[src/rtl/uart_fifo.sv]
// uart_fifo: 8N1 UART with a small RX FIFO for the J1 I/O space.
//   clk, reset              : system clock, asynchronous active-high reset
//   uart_wr, uart_w         : one-cycle TX strobe and the byte to send
//   uart_rd                 : one-cycle RX pop strobe
//   uart_busy               : transmitter occupied
//   uart_valid, uart_data   : RX FIFO non-empty, head byte (0 when empty)
//   uart_overrun            : sticky, a received byte was dropped on a full FIFO
//   rx, tx                  : serial line in (asynchronous) and out, both idle high
module uart_fifo #(
  parameter int unsigned CLKS_PER_BIT = 208,
  parameter int unsigned FIFO_DEPTH   = 4
) (
  input  logic       clk,
  input  logic       reset,
  input  logic       uart_wr,
  input  logic       uart_rd,
  input  logic [7:0] uart_w,
  output logic       uart_busy,
  output logic       uart_valid,
  output logic [7:0] uart_data,
  output logic       uart_overrun,
  input  logic       rx,
  output logic       tx
);

  localparam int unsigned CntW  = $clog2(CLKS_PER_BIT);
  localparam int unsigned AddrW = $clog2(FIFO_DEPTH);
  localparam logic [CntW-1:0] BitLast  = CntW'(CLKS_PER_BIT - 1);
  localparam logic [CntW-1:0] HalfLast = CntW'(CLKS_PER_BIT / 2 - 1);

  // ---------------------------------------------------------------- TX
  typedef enum logic [1:0] {TxIdle, TxStart, TxData, TxStop} tx_state_e;

  tx_state_e           tx_state_q, tx_state_d;
  logic [CntW-1:0]     tx_cnt_q, tx_cnt_d;
  logic [2:0]          tx_bit_q, tx_bit_d;
  logic [7:0]          tx_shift_q, tx_shift_d;
  logic                tx_q, tx_d;
  logic                busy_q, busy_d;

  always_ff @(posedge clk or posedge reset) begin
    if (reset) begin
      tx_state_q <= TxIdle;
      tx_cnt_q   <= '0;
      tx_bit_q   <= '0;
      tx_shift_q <= '0;
      tx_q       <= 1'b1;
      busy_q     <= 1'b0;
    end else begin
      tx_state_q <= tx_state_d;
      tx_cnt_q   <= tx_cnt_d;
      tx_bit_q   <= tx_bit_d;
      tx_shift_q <= tx_shift_d;
      tx_q       <= tx_d;
      busy_q     <= busy_d;
    end
  end

  always_comb begin
    tx_state_d = tx_state_q;
    tx_cnt_d   = tx_cnt_q;
    tx_bit_d   = tx_bit_q;
    tx_shift_d = tx_shift_q;
    tx_d       = tx_q;
    busy_d     = busy_q;
    unique case (tx_state_q)
      TxIdle: begin
        if (uart_wr) begin
          tx_shift_d = uart_w;
          tx_cnt_d   = '0;
          tx_d       = 1'b0;
          busy_d     = 1'b1;
          tx_state_d = TxStart;
        end
      end
      TxStart: begin
        if (tx_cnt_q == BitLast) begin
          tx_cnt_d   = '0;
          tx_bit_d   = '0;
          tx_d       = tx_shift_q[0];
          tx_shift_d = {1'b0, tx_shift_q[7:1]};
          tx_state_d = TxData;
        end else begin
          tx_cnt_d = tx_cnt_q + 1'b1;
        end
      end
      TxData: begin
        if (tx_cnt_q == BitLast) begin
          tx_cnt_d = '0;
          if (tx_bit_q == 3'd7) begin
            tx_d       = 1'b1;
            tx_state_d = TxStop;
          end else begin
            tx_d       = tx_shift_q[0];
            tx_shift_d = {1'b0, tx_shift_q[7:1]};
            tx_bit_d   = tx_bit_q + 1'b1;
          end
        end else begin
          tx_cnt_d = tx_cnt_q + 1'b1;
        end
      end
      TxStop: begin
        if (tx_cnt_q == BitLast) begin
          busy_d     = 1'b0;
          tx_state_d = TxIdle;
        end else begin
          tx_cnt_d = tx_cnt_q + 1'b1;
        end
      end
      default: tx_state_d = TxIdle;
    endcase
  end

  assign tx        = tx_q;
  assign uart_busy = busy_q;

  // ---------------------------------------------------------------- RX
  typedef enum logic [2:0] {RxIdle, RxStart, RxData, RxStop, RxWaitHigh} rx_state_e;

  logic                rx_s1_q, rx_s2_q, rx_prev_q;
  rx_state_e           rx_state_q, rx_state_d;
  logic [CntW-1:0]     rx_cnt_q, rx_cnt_d;
  logic [2:0]          rx_bit_q, rx_bit_d;
  logic [7:0]          rx_shift_q, rx_shift_d;
  logic                push;

  always_ff @(posedge clk or posedge reset) begin
    if (reset) begin
      rx_s1_q    <= 1'b1;
      rx_s2_q    <= 1'b1;
      rx_prev_q  <= 1'b1;
      rx_state_q <= RxIdle;
      rx_cnt_q   <= '0;
      rx_bit_q   <= '0;
      rx_shift_q <= '0;
    end else begin
      rx_s1_q    <= rx;
      rx_s2_q    <= rx_s1_q;
      rx_prev_q  <= rx_s2_q;
      rx_state_q <= rx_state_d;
      rx_cnt_q   <= rx_cnt_d;
      rx_bit_q   <= rx_bit_d;
      rx_shift_q <= rx_shift_d;
    end
  end

  always_comb begin
    rx_state_d = rx_state_q;
    rx_cnt_d   = rx_cnt_q;
    rx_bit_d   = rx_bit_q;
    rx_shift_d = rx_shift_q;
    push       = 1'b0;
    unique case (rx_state_q)
      RxIdle: begin
        if (!rx_s2_q && rx_prev_q) begin
          rx_cnt_d   = '0;
          rx_state_d = RxStart;
        end
      end
      RxStart: begin
        if (rx_cnt_q == HalfLast) begin
          rx_cnt_d   = '0;
          rx_bit_d   = '0;
          rx_state_d = rx_s2_q ? RxIdle : RxData;
        end else begin
          rx_cnt_d = rx_cnt_q + 1'b1;
        end
      end
      RxData: begin
        if (rx_cnt_q == BitLast) begin
          rx_cnt_d   = '0;
          rx_shift_d = {rx_s2_q, rx_shift_q[7:1]};
          if (rx_bit_q == 3'd7) rx_state_d = RxStop;
          else                  rx_bit_d   = rx_bit_q + 1'b1;
        end else begin
          rx_cnt_d = rx_cnt_q + 1'b1;
        end
      end
      RxStop: begin
        if (rx_cnt_q == BitLast) begin
          push       = rx_s2_q;
          rx_state_d = rx_s2_q ? RxIdle : RxWaitHigh;
        end else begin
          rx_cnt_d = rx_cnt_q + 1'b1;
        end
      end
      RxWaitHigh: begin
        if (rx_s2_q) rx_state_d = RxIdle;
      end
      default: rx_state_d = RxIdle;
    endcase
  end

  // ---------------------------------------------------------------- FIFO
  logic [AddrW:0] wptr_q, rptr_q;
  logic [7:0]     mem_q [FIFO_DEPTH];
  logic           overrun_q;
  logic           empty, full, pop, wr_en;

  assign empty = (wptr_q == rptr_q);
  assign full  = (wptr_q[AddrW] != rptr_q[AddrW]) &&
                 (wptr_q[AddrW-1:0] == rptr_q[AddrW-1:0]);
  assign pop   = uart_rd && !empty;
  // A simultaneous pop frees the head slot, so a full FIFO can still accept.
  assign wr_en = push && (!full || pop);

  always_ff @(posedge clk or posedge reset) begin
    if (reset) begin
      wptr_q    <= '0;
      rptr_q    <= '0;
      overrun_q <= 1'b0;
    end else begin
      if (wr_en) wptr_q <= wptr_q + (AddrW + 1)'(1);
      if (pop)   rptr_q <= rptr_q + (AddrW + 1)'(1);
      if (push && full && !pop) overrun_q <= 1'b1;
    end
  end

  always_ff @(posedge clk) begin
    if (wr_en) mem_q[wptr_q[AddrW-1:0]] <= rx_shift_q;
  end

  assign uart_valid   = !empty;
  assign uart_data    = empty ? 8'h00 : mem_q[rptr_q[AddrW-1:0]];
  assign uart_overrun = overrun_q;

endmodule

[config.mk]
export PLATFORM = sky130hd
export DESIGN_NAME = uart_fifo
export DESIGN_NICKNAME = d
export VERILOG_FILES = /design/src/rtl/uart_fifo.sv
export SDC_FILE = /design/constraint.sdc
export NUM_CORES = 1
export LEC_CHECK = 0
export CAP_MARGIN = 20
export CORE_AREA = 8 8 141 143
export DETAILED_ROUTE_END_ITERATION = 10
export DIE_AREA = 0 0 149 151
export PLACE_DENSITY_LB_ADDON = 0.2
export SYNTH_ARGS = -nofsm -noshare
export SYNTH_HDL_FRONTEND = slang
export SYNTH_SLANG_ARGS = --single-unit
[constraint.sdc]
create_clock -name clk -period 3.7 [get_ports clk]
set_input_delay 0.74 -clock clk [delete_from_list [all_inputs] [get_ports clk]]
set_output_delay 0.74 -clock clk [all_outputs]
set_load 0.1 [all_outputs]
==> results.py, run 1 <==
metrics = {
    "run_status": {
        "status": "finished, final reports clean",
    },
    "pwr": {
        "power_density_nw_per_um2": 571,
        "ir_drop_v": 0.000615,
        "power_mw": 2.87,
        "p_leak_nw": 2.02,
    },
    "setup_path": {
        "endpoint_kind": "output port",
        "slowest_delay_ns": 0.75,
        "worstSetupPathType": "flop to output port",
        "crit_required_ns": 2.96,
        "path_cells": "xor2_1, nor2_1, nand2_1, and2_1, buf_4",
        "crit_arrival_ns": 2.14,
        "crit_slowest_cell": "dfrtp_1",
        "reg2reg_slack_ns": 1.39,
        "startpoint_type": "flop",
        "critPathMaxFanout": 11,
    },
    "detailed_routing": {
        "viasPerCell": 4.40,
        "drtAntennaViolNets": 0,
        "drcViolationCount": 0,
        "drt_iter0_drc": 93,
        "wl_um": 8340,
        "num_vias": 2649,
        "drt_pass1_iterations": 4,
        "wire_per_inst_um": 13.9,
    },
    "job": {
        "cap_viol_max_count": 0,
    },
    "grt": {
        "grtUsageTotal_pct": 8.09,
        "grt_max_degree": 37,
        "grt_pass1_vias": 2816,
        "gr-total-overflow": 0,
        "antenna_found_initial": 0,
        "grt_pass1_wl_um": 14200,
    },
    "sta": {
        "whs_ns": 0.359,
        "fin_skew_ns": 0.00569,
        "rsz0062_at_grt": "no",
        "period_needed_ns": 2.88,
        "setup_viol": 0,
        "period_share_pct": 77.8,
        "drv_slew": 0,
        "fin_tns_setup_ns": 0,
        "slew_headroom_pct": 34.4,
        "clock.fmax_mhz": 348,
        "timing_worst_slew_pin_value_ns": 0.981,
        "hold_viol": 0,
        "fin_ws_ns": 0.823,
    },
    "layout": {
        "fillCellCount": 1815,
        "drive_gt1_share_pct": 23.9,
        "antennaDiodeCount": 0,
        "synthToLayoutAreaGrowth_pct": 16.9,
        "final_core_util_pct": 28.5,
        "nets": 398,
    },
    "floorplan": {
        "start_util_pct": 24.4,
        "ios": 25,
        "dieArea_sq_um": 22500,
        "die_h_um": 151,
        "die_w_um": 149,
        "coreArea_sq_um": 17700,
        "row_count": 49,
    },
    "logic_synthesis": {
        "yosys_warnings": 0,
        "syn_area_sq_um": 4310,
        "yosysTopAreaCell": "dfrtp_1",
        "yosysUniqueCellTypes": 61,
        "synth_flop_cell": "dfrtp_1",
        "synth-async-reset-ratio_pct": 63.2,
        "synthCells": 348,
        "synth_edf_count": 32,
        "ys_seq_area_share_pct": 54.4,
        "syn_nets": 378,
        "synth_top_area_share_pct": 29.6,
        "synth.avg_cell_area_sq_um": 12.4,
        "ys_ff_latch": 87,
        "netlist_top_cells_area": "dfrtp_1, edfxtp_1, mux2_2",
    },
    "place": {
        "dp_slack_ns": 1.06,
        "gp_congestion": 0.743,
        "port_buffers": 24,
        "dp_hpwl_um": 5840,
    },
    "cts": {
        "clk_latency_ns": 0.35,
        "cts_hold_repair.buffers": 0,
        "clockBufferDepth": 2,
        "cts_resized": 0,
        "postCtsSetupBuffers": 0,
        "clk_pin_slew_worst_paths_ns": 0.07,
        "cts_max_level": 3,
        "numCtsBuffers": 9,
        "cts_tree": "done",
        "clockRootBuffer": "clkbuf_16",
        "clock_sinks": 87,
    },
    "worst_hold_path": {
        "hp-class": "flop to flop",
    },
}
==> where the power goes <==
part / internal, mW / switching (mW)
Clock: 0.477 / 0.420
Combinational: 0.261 / 0.502
Sequential: 1.06 / 0.155
Total: 1.80 / 1.08
==> path summary, 6_finish.rpt <==
path | from | end | depth (start not counted)
max reg2reg | tx_state_q[0] | tx_cnt_q[0] | 5
max in group asynchronous | reset | uart_overrun | 3
min in group asynchronous | reset | rx_state_q[2] | 2
min | rx_s1_q | rx_s2_q | 0
min reg2reg | rx_s1_q | rx_s2_q | 0
max | rptr_q[0] | uart_data[2] | 5
==> cells in the final DEF (no fill, tap or decap), drive strengths merged, types with 3 or more instances in the layout <==
master,synthesis,layout
a21o,4,4
a21oi,12,12
a22o,4,4
a31oi,5,5
and2,12,12
and3,3,3
buf,8,11
clkbuf,9,9
clkdlybuf4s50,0,15
dfrtp,51,51
dfstp,4,4
edfxtp,32,32
ha,17,17
inv,10,15
mux2,29,29
mux2i,4,4
mux4,8,8
nand2,24,24
nand2b,5,5
nand3,7,7
nor2,25,25
nor2b,5,5
nor3,8,8
o21ai,19,19
or2,3,3
or3,5,5
or4,3,3
xnor2,5,5
xor2,3,3
==> metrics by stage <==
| step | instance area (sq um) | cells |
|---|---|---|
| 6_report | 5030 | 602 |
| 5_1_grt | 5030 | 602 |
| 4_1_cts | 5030 | 602 |
| 3_5_place_dp | 4740 | 586 |
| 3_3_place_gp | 4740 | 586 |
| 2_1_floorplan | 4310 | 348 |
==> per-layer routing <==
metal	part of all wire, %	GRT usage, %	up-vias	routed length [um]
met5	0	0	-	0
met3	3.9	2.51	9	328
met4	2.2	4.54	0	180
li1	-	-	1304	-
met1	48	9.91	1304	3980
met2	46	12.5	32	3850
==> cell families after synthesis <==
| group | share of synthesized area, % |
|---|---|
| AOI/OAI and AO/OA | 9.00 |
| xor gates and xnor gates | 1.80 |
| adders and majority gates | 4.94 |
| buffers and inverters | 2.90 |
| DFF | 54.4 |
| muxes | 12.7 |
| and+or+nand+nor | 14.3 |
==> registers in the layout, summed over array words and instances, names as in the netlist <==
name and count:
rx_bit_q 3, wptr_q 3, rx_prev_q 1, rx_s1_q 1
uart_overrun 1, uart_busy 1, tx_state_q 2, rx_cnt_q 8
tx_cnt_q 8, rx_shift_q 8, rptr_q 3, tx_bit_q 3
tx_shift_q 8, mem_q 32, rx_s2_q 1, rx_state_q 3
tx 1
==> Yosys cell counts (all sizes together) (2+ instances only) <==
| library cell | n |
|---|---|
| nor4 | 2 |
| or2 | 3 |
| xnor2 | 5 |
| o21a | 2 |
| mux2i | 4 |
| and3 | 3 |
| o21ai | 19 |
| ha | 17 |
| o41ai | 2 |
| nor3 | 8 |
| or4 | 3 |
| nand4b | 2 |
| nand2 | 24 |
| dfstp | 4 |
| edfxtp | 32 |
| clkbuf | 9 |
| a21o | 4 |
| nor2b | 5 |
| nand2b | 5 |
| or3 | 5 |
| mux4 | 8 |
| buf | 8 |
| mux2 | 29 |
| nand3 | 7 |
| nor3b | 2 |
| a21oi | 12 |
| a221o | 2 |
| dfrtp | 51 |
| a22o | 4 |
| nand3b | 2 |
| inv | 10 |
| and2 | 12 |
| nor2 | 25 |
| a31oi | 5 |
| xor2 | 3 |
==> cell type report <==
class | count | area, sq um | area share (%)
Sequential cell | 87 | 2340 | 46.5
Multi-Input combinational cell | 234 | 1840 | 36.6
Tap cell | 229 | 287 | 5.69
Timing Repair Buffer | 26 | 233 | 4.62
Clock buffer | 9 | 225 | 4.47
Clock inverter | 7 | 70.1 | 1.39
Inverter | 10 | 37.5 | 0.746
==> critical path, delay by kind of cell (launching register included) <==
family                    cells  cell delay [ns]
buffers and inverters         1             0.29
and+or+nand+nor               3             0.51
DFF                           1             0.75
xor gates and xnor gates      1             0.23
(Power assumes the default switching activity.)
==> run 2, diff against run 1 <==
Clock period 3.7 ns to 2.8 ns, I/O delays scaled along.
==> results.py, run 2 (same netlist as run 1, synthesis figures left out) <==
metrics = {
    "layout": {
        "instances_no_fill": 605,
        "design_area_sq_um": 5190,
        "fillCellCount": 1809,
        "final_cell_mix": "dfrtp_1, edfxtp_1, mux2_2",
        "antennaDiodeCount": 0,
        "nets": 401,
        "synthToLayoutAreaGrowth_pct": 20.5,
        "largest_register_ffs": 32,
        "final_common_cell": "dfrtp_1",
        "drive_gt1_share_pct": 27.4,
    },
    "cts": {
        "cts_tree": "done",
        "cts_hold_repair.buffers": 0,
        "numCtsBuffers": 9,
        "postCtsSetupBuffers": 0,
        "clk_pin_slew_worst_paths_ns": 0.07,
        "clockBufferDepth": 2,
        "clock_sinks": 87,
        "cts_resized": 0,
        "clk_latency_ns": 0.35,
        "cts_max_level": 3,
        "clockRootBuffer": "clkbuf_16",
    },
    "setup_path": {
        "startpoint_type": "flop",
        "worstSetupPathType": "flop to output port",
        "critPathMaxFanout": 11,
        "endpoint_kind": "output port",
        "crit_required_ns": 2.24,
        "crit_arrival_ns": 2.04,
    },
    "sta": {
        "fin_ws_ns": 0.201,
        "period_needed_ns": 2.60,
        "drv_slew": 0,
        "fin_tns_setup_ns": 0,
        "setup_viol": 0,
        "rsz0062_at_grt": "no",
        "clock.fmax_mhz": 385,
        "slew_headroom_pct": 58.8,
        "fin_skew_ns": 0.00818,
        "hold_viol": 0,
        "timing_worst_slew_pin_value_ns": 0.616,
        "period_share_pct": 92.8,
    },
    "grt": {
        "grtUsageTotal_pct": 7.88,
        "gr-total-overflow": 0,
        "grt_max_degree": 56,
        "antenna_found_initial": 0,
        "grt_pass1_vias": 2822,
        "grt_pass1_wl_um": 14000,
    },
    "place": {
        "dp_cells": 589,
        "gp_congestion": 0.727,
        "dp_hpwl_um": 5690,
        "placed_cell_area_sq_um": 4890,
        "port_buffers": 24,
        "dp_slack_ns": 0.499,
    },
    "detailed_routing": {
        "num_vias": 2664,
        "wl_um": 8170,
        "drcViolationCount": 0,
        "drtAntennaViolNets": 0,
        "viasPerCell": 4.40,
        "drt_pass1_iterations": 4,
        "wire_per_inst_um": 13.5,
        "drt_iter0_drc": 126,
    },
    "floorplan": {
        "die_h_um": 151,
        "row_count": 49,
        "coreArea_sq_um": 17700,
        "ios": 25,
        "dieArea_sq_um": 22500,
        "die_w_um": 149,
        "start_util_pct": 24.4,
    },
    "pwr": {
        "power_mw": 4.00,
        "ir_drop_v": 0.000709,
        "p_leak_nw": 2.10,
        "power_density_nw_per_um2": 770,
    },
    "worst_hold_path": {
        "hp-class": "flop to flop",
    },
    "run_status": {
        "status": "finished, final reports clean",
    },
    "job": {
        "cap_viol_max_count": 0,
    },
}
[run 2: changes by cell type in the layout (fill, tap and decap cells not counted), sizes merged]
cell,previous run,this run
inv,15,14
buf,11,17
clkdlybuf4s50,15,12
clkinv,1,2
[run 2: layout make-up]
type | instances | area, sq um | area share, %
repair buffers | 29 | 373 | 7.18
clock inverters | 7 | 75.1 | 1.45
flip-flops and latches | 87 | 2340 | 45.1
well taps | 229 | 287 | 5.52
inverters | 10 | 37.5 | 0.723
multi-input cells | 234 | 1850 | 35.7
clock buffers | 9 | 225 | 4.34
[run 2: worst paths after layout]
path | startpoint | to | slack [ns] | depth (start not counted)
min in group asynchronous | reset | tx_cnt_q[3] | 0.59 | 3
max in group asynchronous | reset | tx | 1.90 | 3
worst max-delay path | rptr_q[1] | uart_data[0] | 0.20 | 5
worst max register to register | rx_state_q[2] | mem_q[0][0] | 0.60 | 4
worst min-delay path | rx_s1_q | rx_s2_q | 0.36 | 0
worst min register to register | rx_s1_q | rx_s2_q | 0.36 | 0
[run 2: through the flow]
stage          hold slack, ns  utilization (%)
2_1_floorplan           0.345                -
3_3_place_gp            0.346             27.7
3_5_place_dp            0.348             27.7
4_1_cts                 0.356             29.4
5_1_grt                 0.356             29.4
6_report                0.358             29.4
[run 2: per-layer routing]
| layer | GRT usage, % | vias up | share of wire [%] |
|---|---|---|---|
| met2 | 12.5 | 42 | 46 |
| li1 | - | 1308 | - |
| met3 | 2.81 | 7 | 4.4 |
| met5 | 0 | - | 0 |
| met1 | 9.48 | 1307 | 47 |
| met4 | 3.53 | 0 | 1.9 |
[run 2: critical path, stage by stage, from the launching register on]
cell,delay (ns)
dfrtp_1,0.65
xor2_1,0.23
nor2_1,0.07
nand2_1,0.31
and2_2,0.26
buf_12,0.17
[run 2: power breakdown]
part	leakage, nW	switching, mW	internal (mW)	total (mW)
Combinational	1.03	0.738	0.508	1.25
Sequential	0.929	0.167	1.40	1.57
Clock	0.145	0.554	0.632	1.19
Total	2.10	1.46	2.54	4.00
==> run 3, diff against run 2 <==
Settings changed: GPL_TIMING_DRIVEN set to 0.
Clock period 2.8 ns to 3.3 ns, I/O delays scaled along.
==> results.py, run 3 (same netlist as run 1, synthesis figures left out) <==
metrics = {
    "cts": {
        "cts_max_level": 3,
        "numCtsBuffers": 9,
        "clk_pin_slew_worst_paths_ns": 0.07,
        "clock_sinks": 87,
        "clk_latency_ns": 0.34,
        "clockBufferDepth": 2,
        "cts_hold_repair.buffers": 0,
        "clockRootBuffer": "clkbuf_16",
        "cts_tree": "done",
        "postCtsSetupBuffers": 0,
    },
    "floorplan": {
        "die_w_um": 149,
        "row_count": 49,
        "start_util_pct": 24.4,
        "dieArea_sq_um": 22500,
        "die_h_um": 151,
        "coreArea_sq_um": 17700,
        "ios": 25,
    },
    "place": {
        "gp_congestion": 0.756,
        "port_buffers": 24,
        "dp_hpwl_um": 5860,
    },
    "layout": {
        "final_common_cell": "dfrtp_1",
        "fillCellCount": 1812,
        "antennaDiodeCount": 0,
        "synthToLayoutAreaGrowth_pct": 19.8,
        "drive_gt1_share_pct": 25.4,
        "final_cell_mix": "dfrtp_1, edfxtp_1, mux2_2",
        "largest_register_ffs": 32,
        "nets": 414,
    },
    "sta": {
        "rsz0062_at_grt": "no",
        "clock.fmax_mhz": 330,
        "timing_worst_slew_pin_value_ns": 1.01,
        "slew_headroom_pct": 32.6,
        "period_needed_ns": 3.03,
        "period_share_pct": 91.8,
        "fin_skew_ns": 0.00853,
        "hold_viol": 0,
        "whs_ns": 0.360,
        "drv_slew": 0,
        "setup_viol": 0,
    },
    "grt": {
        "gr-total-overflow": 0,
        "grt_pass1_wl_um": 14400,
        "grtUsageTotal_pct": 8.09,
        "grt_pass1_vias": 2845,
        "grt_max_degree": 30,
        "antenna_found_initial": 0,
    },
    "pwr": {
        "power_mw": 3.28,
        "power_density_nw_per_um2": 636,
        "ir_drop_v": 0.000504,
        "p_leak_nw": 2.08,
    },
    "worst_hold_path": {
        "holdPathEnd": "rx_s2_q",
        "hp-class": "flop to flop",
        "hp-start": "rx_s1_q",
        "hold_depth": 0,
    },
    "setup_path": {
        "crit_required_ns": 2.64,
        "startpoint_type": "flop",
        "reg2reg_slack_ns": 1.04,
        "crit_arrival_ns": 2.37,
        "worstSetupPathType": "flop to output port",
        "endpoint_kind": "output port",
        "r2r_cells": 6,
        "reg2reg_from": "tx_state_q[1]",
        "reg2reg_to": "tx_shift_q[1]",
        "critPathMaxFanout": 10,
    },
    "detailed_routing": {
        "drt_pass1_iterations": 4,
        "drtAntennaViolNets": 0,
        "viasPerCell": 4.36,
        "num_vias": 2693,
        "drt_iter0_drc": 94,
        "wire_per_inst_um": 13.7,
        "drcViolationCount": 0,
        "wl_um": 8460,
    },
    "run_status": {
        "status": "finished, final reports clean",
    },
    "job": {
        "cap_viol_max_count": 0,
    },
}
==> run 3: changes by cell type in the layout (fill, tap and decap cells not counted), sizes merged <==
| cell | delta |
|---|---|
| clkdlybuf4s15 | +8 |
| clkbuf | +10 |
| clkdlybuf4s50 | +3 |
| buf | -8 |
==> run 3: how the worst max path moves through the flow <==
stage | from | to | slack (ns) | depth (start not counted)
6_report | rptr_q[0] | uart_data[5] | 0.27 | 7
2_1_floorplan | rptr_q[0] | uart_data[0] | 0.37 | 6
3_3_place_gp | rptr_q[0] | uart_data[1] | 0.05 | 7
5_1_grt | rptr_q[0] | uart_data[5] | 0.06 | 7
3_5_place_dp | rptr_q[0] | uart_data[5] | -0.004 | 7
4_1_cts | rptr_q[0] | uart_valid | 0.03 | 6
==> run 3: cell type report <==
cell class | count | area (sq um) | area share [%]
clock inverter | 7 | 72.6 | 1.41
buffer | 17 | 88.8 | 1.72
inverter | 10 | 37.5 | 0.728
timing repair buffer | 25 | 265 | 5.14
multi-input combinational | 234 | 1840 | 35.7
sequential | 87 | 2340 | 45.4
clock buffer | 9 | 225 | 4.37
tap | 229 | 287 | 5.55
==> run 3: through the flow <==
stage | instances | setup WS, ns | setup TNS [ns] | util, % | area (sq um)
2_1_floorplan | 348 | 0.372 | 0 | - | 4310
3_3_place_gp | 601 | 0.0500 | 0 | 27.4 | 4840
3_5_place_dp | 602 | -0.00417 | -0.00730 | 27.5 | 4860
4_1_cts | 618 | 0.0302 | 0 | 29.2 | 5160
5_1_grt | 618 | 0.0607 | 0 | 29.2 | 5160
6_report | 618 | 0.270 | 0 | 29.2 | 5160
==> run 3: routing by layer <==
| layer | vias up | part of all wire [%] | track usage, % |
|---|---|---|---|
| li1 | 1330 | - | - |
| met1 | 1321 | 48 | 9.80 |
| met2 | 31 | 47 | 13.2 |
| met3 | 11 | 2.7 | 1.58 |
| met4 | 0 | 2.1 | 4.85 |
| met5 | - | 0 | 0 |
==> run 3: what timing repair did <==
item | 4_1_cts | 5_1_grt
cloned | 0 | 0
gates resized for setup | 25 | 2
hold endpoints to repair | 0 | 0
setup endpoints to repair | 9 | 1
==> run 3: critical path, cell delays in order, from the launching register on <==
cell,delay [ns]
dfrtp_1,0.35
buf_2,0.36
xor2_1,0.23
nor2_1,0.06
nand2_1,0.07
clkbuf_2,0.22
and2_1,0.16
clkdlybuf4s15_2,0.56
==> run 3: report_power, final <==
| group | switching, mW | total (mW) | internal (mW) | leakage [nW] |
|---|---|---|---|---|
| registers | 0.0526 | 1.24 | 1.19 | 0.929 |
| logic | 0.700 | 1.03 | 0.332 | 1.01 |
| clock network | 0.476 | 1.01 | 0.534 | 0.143 |
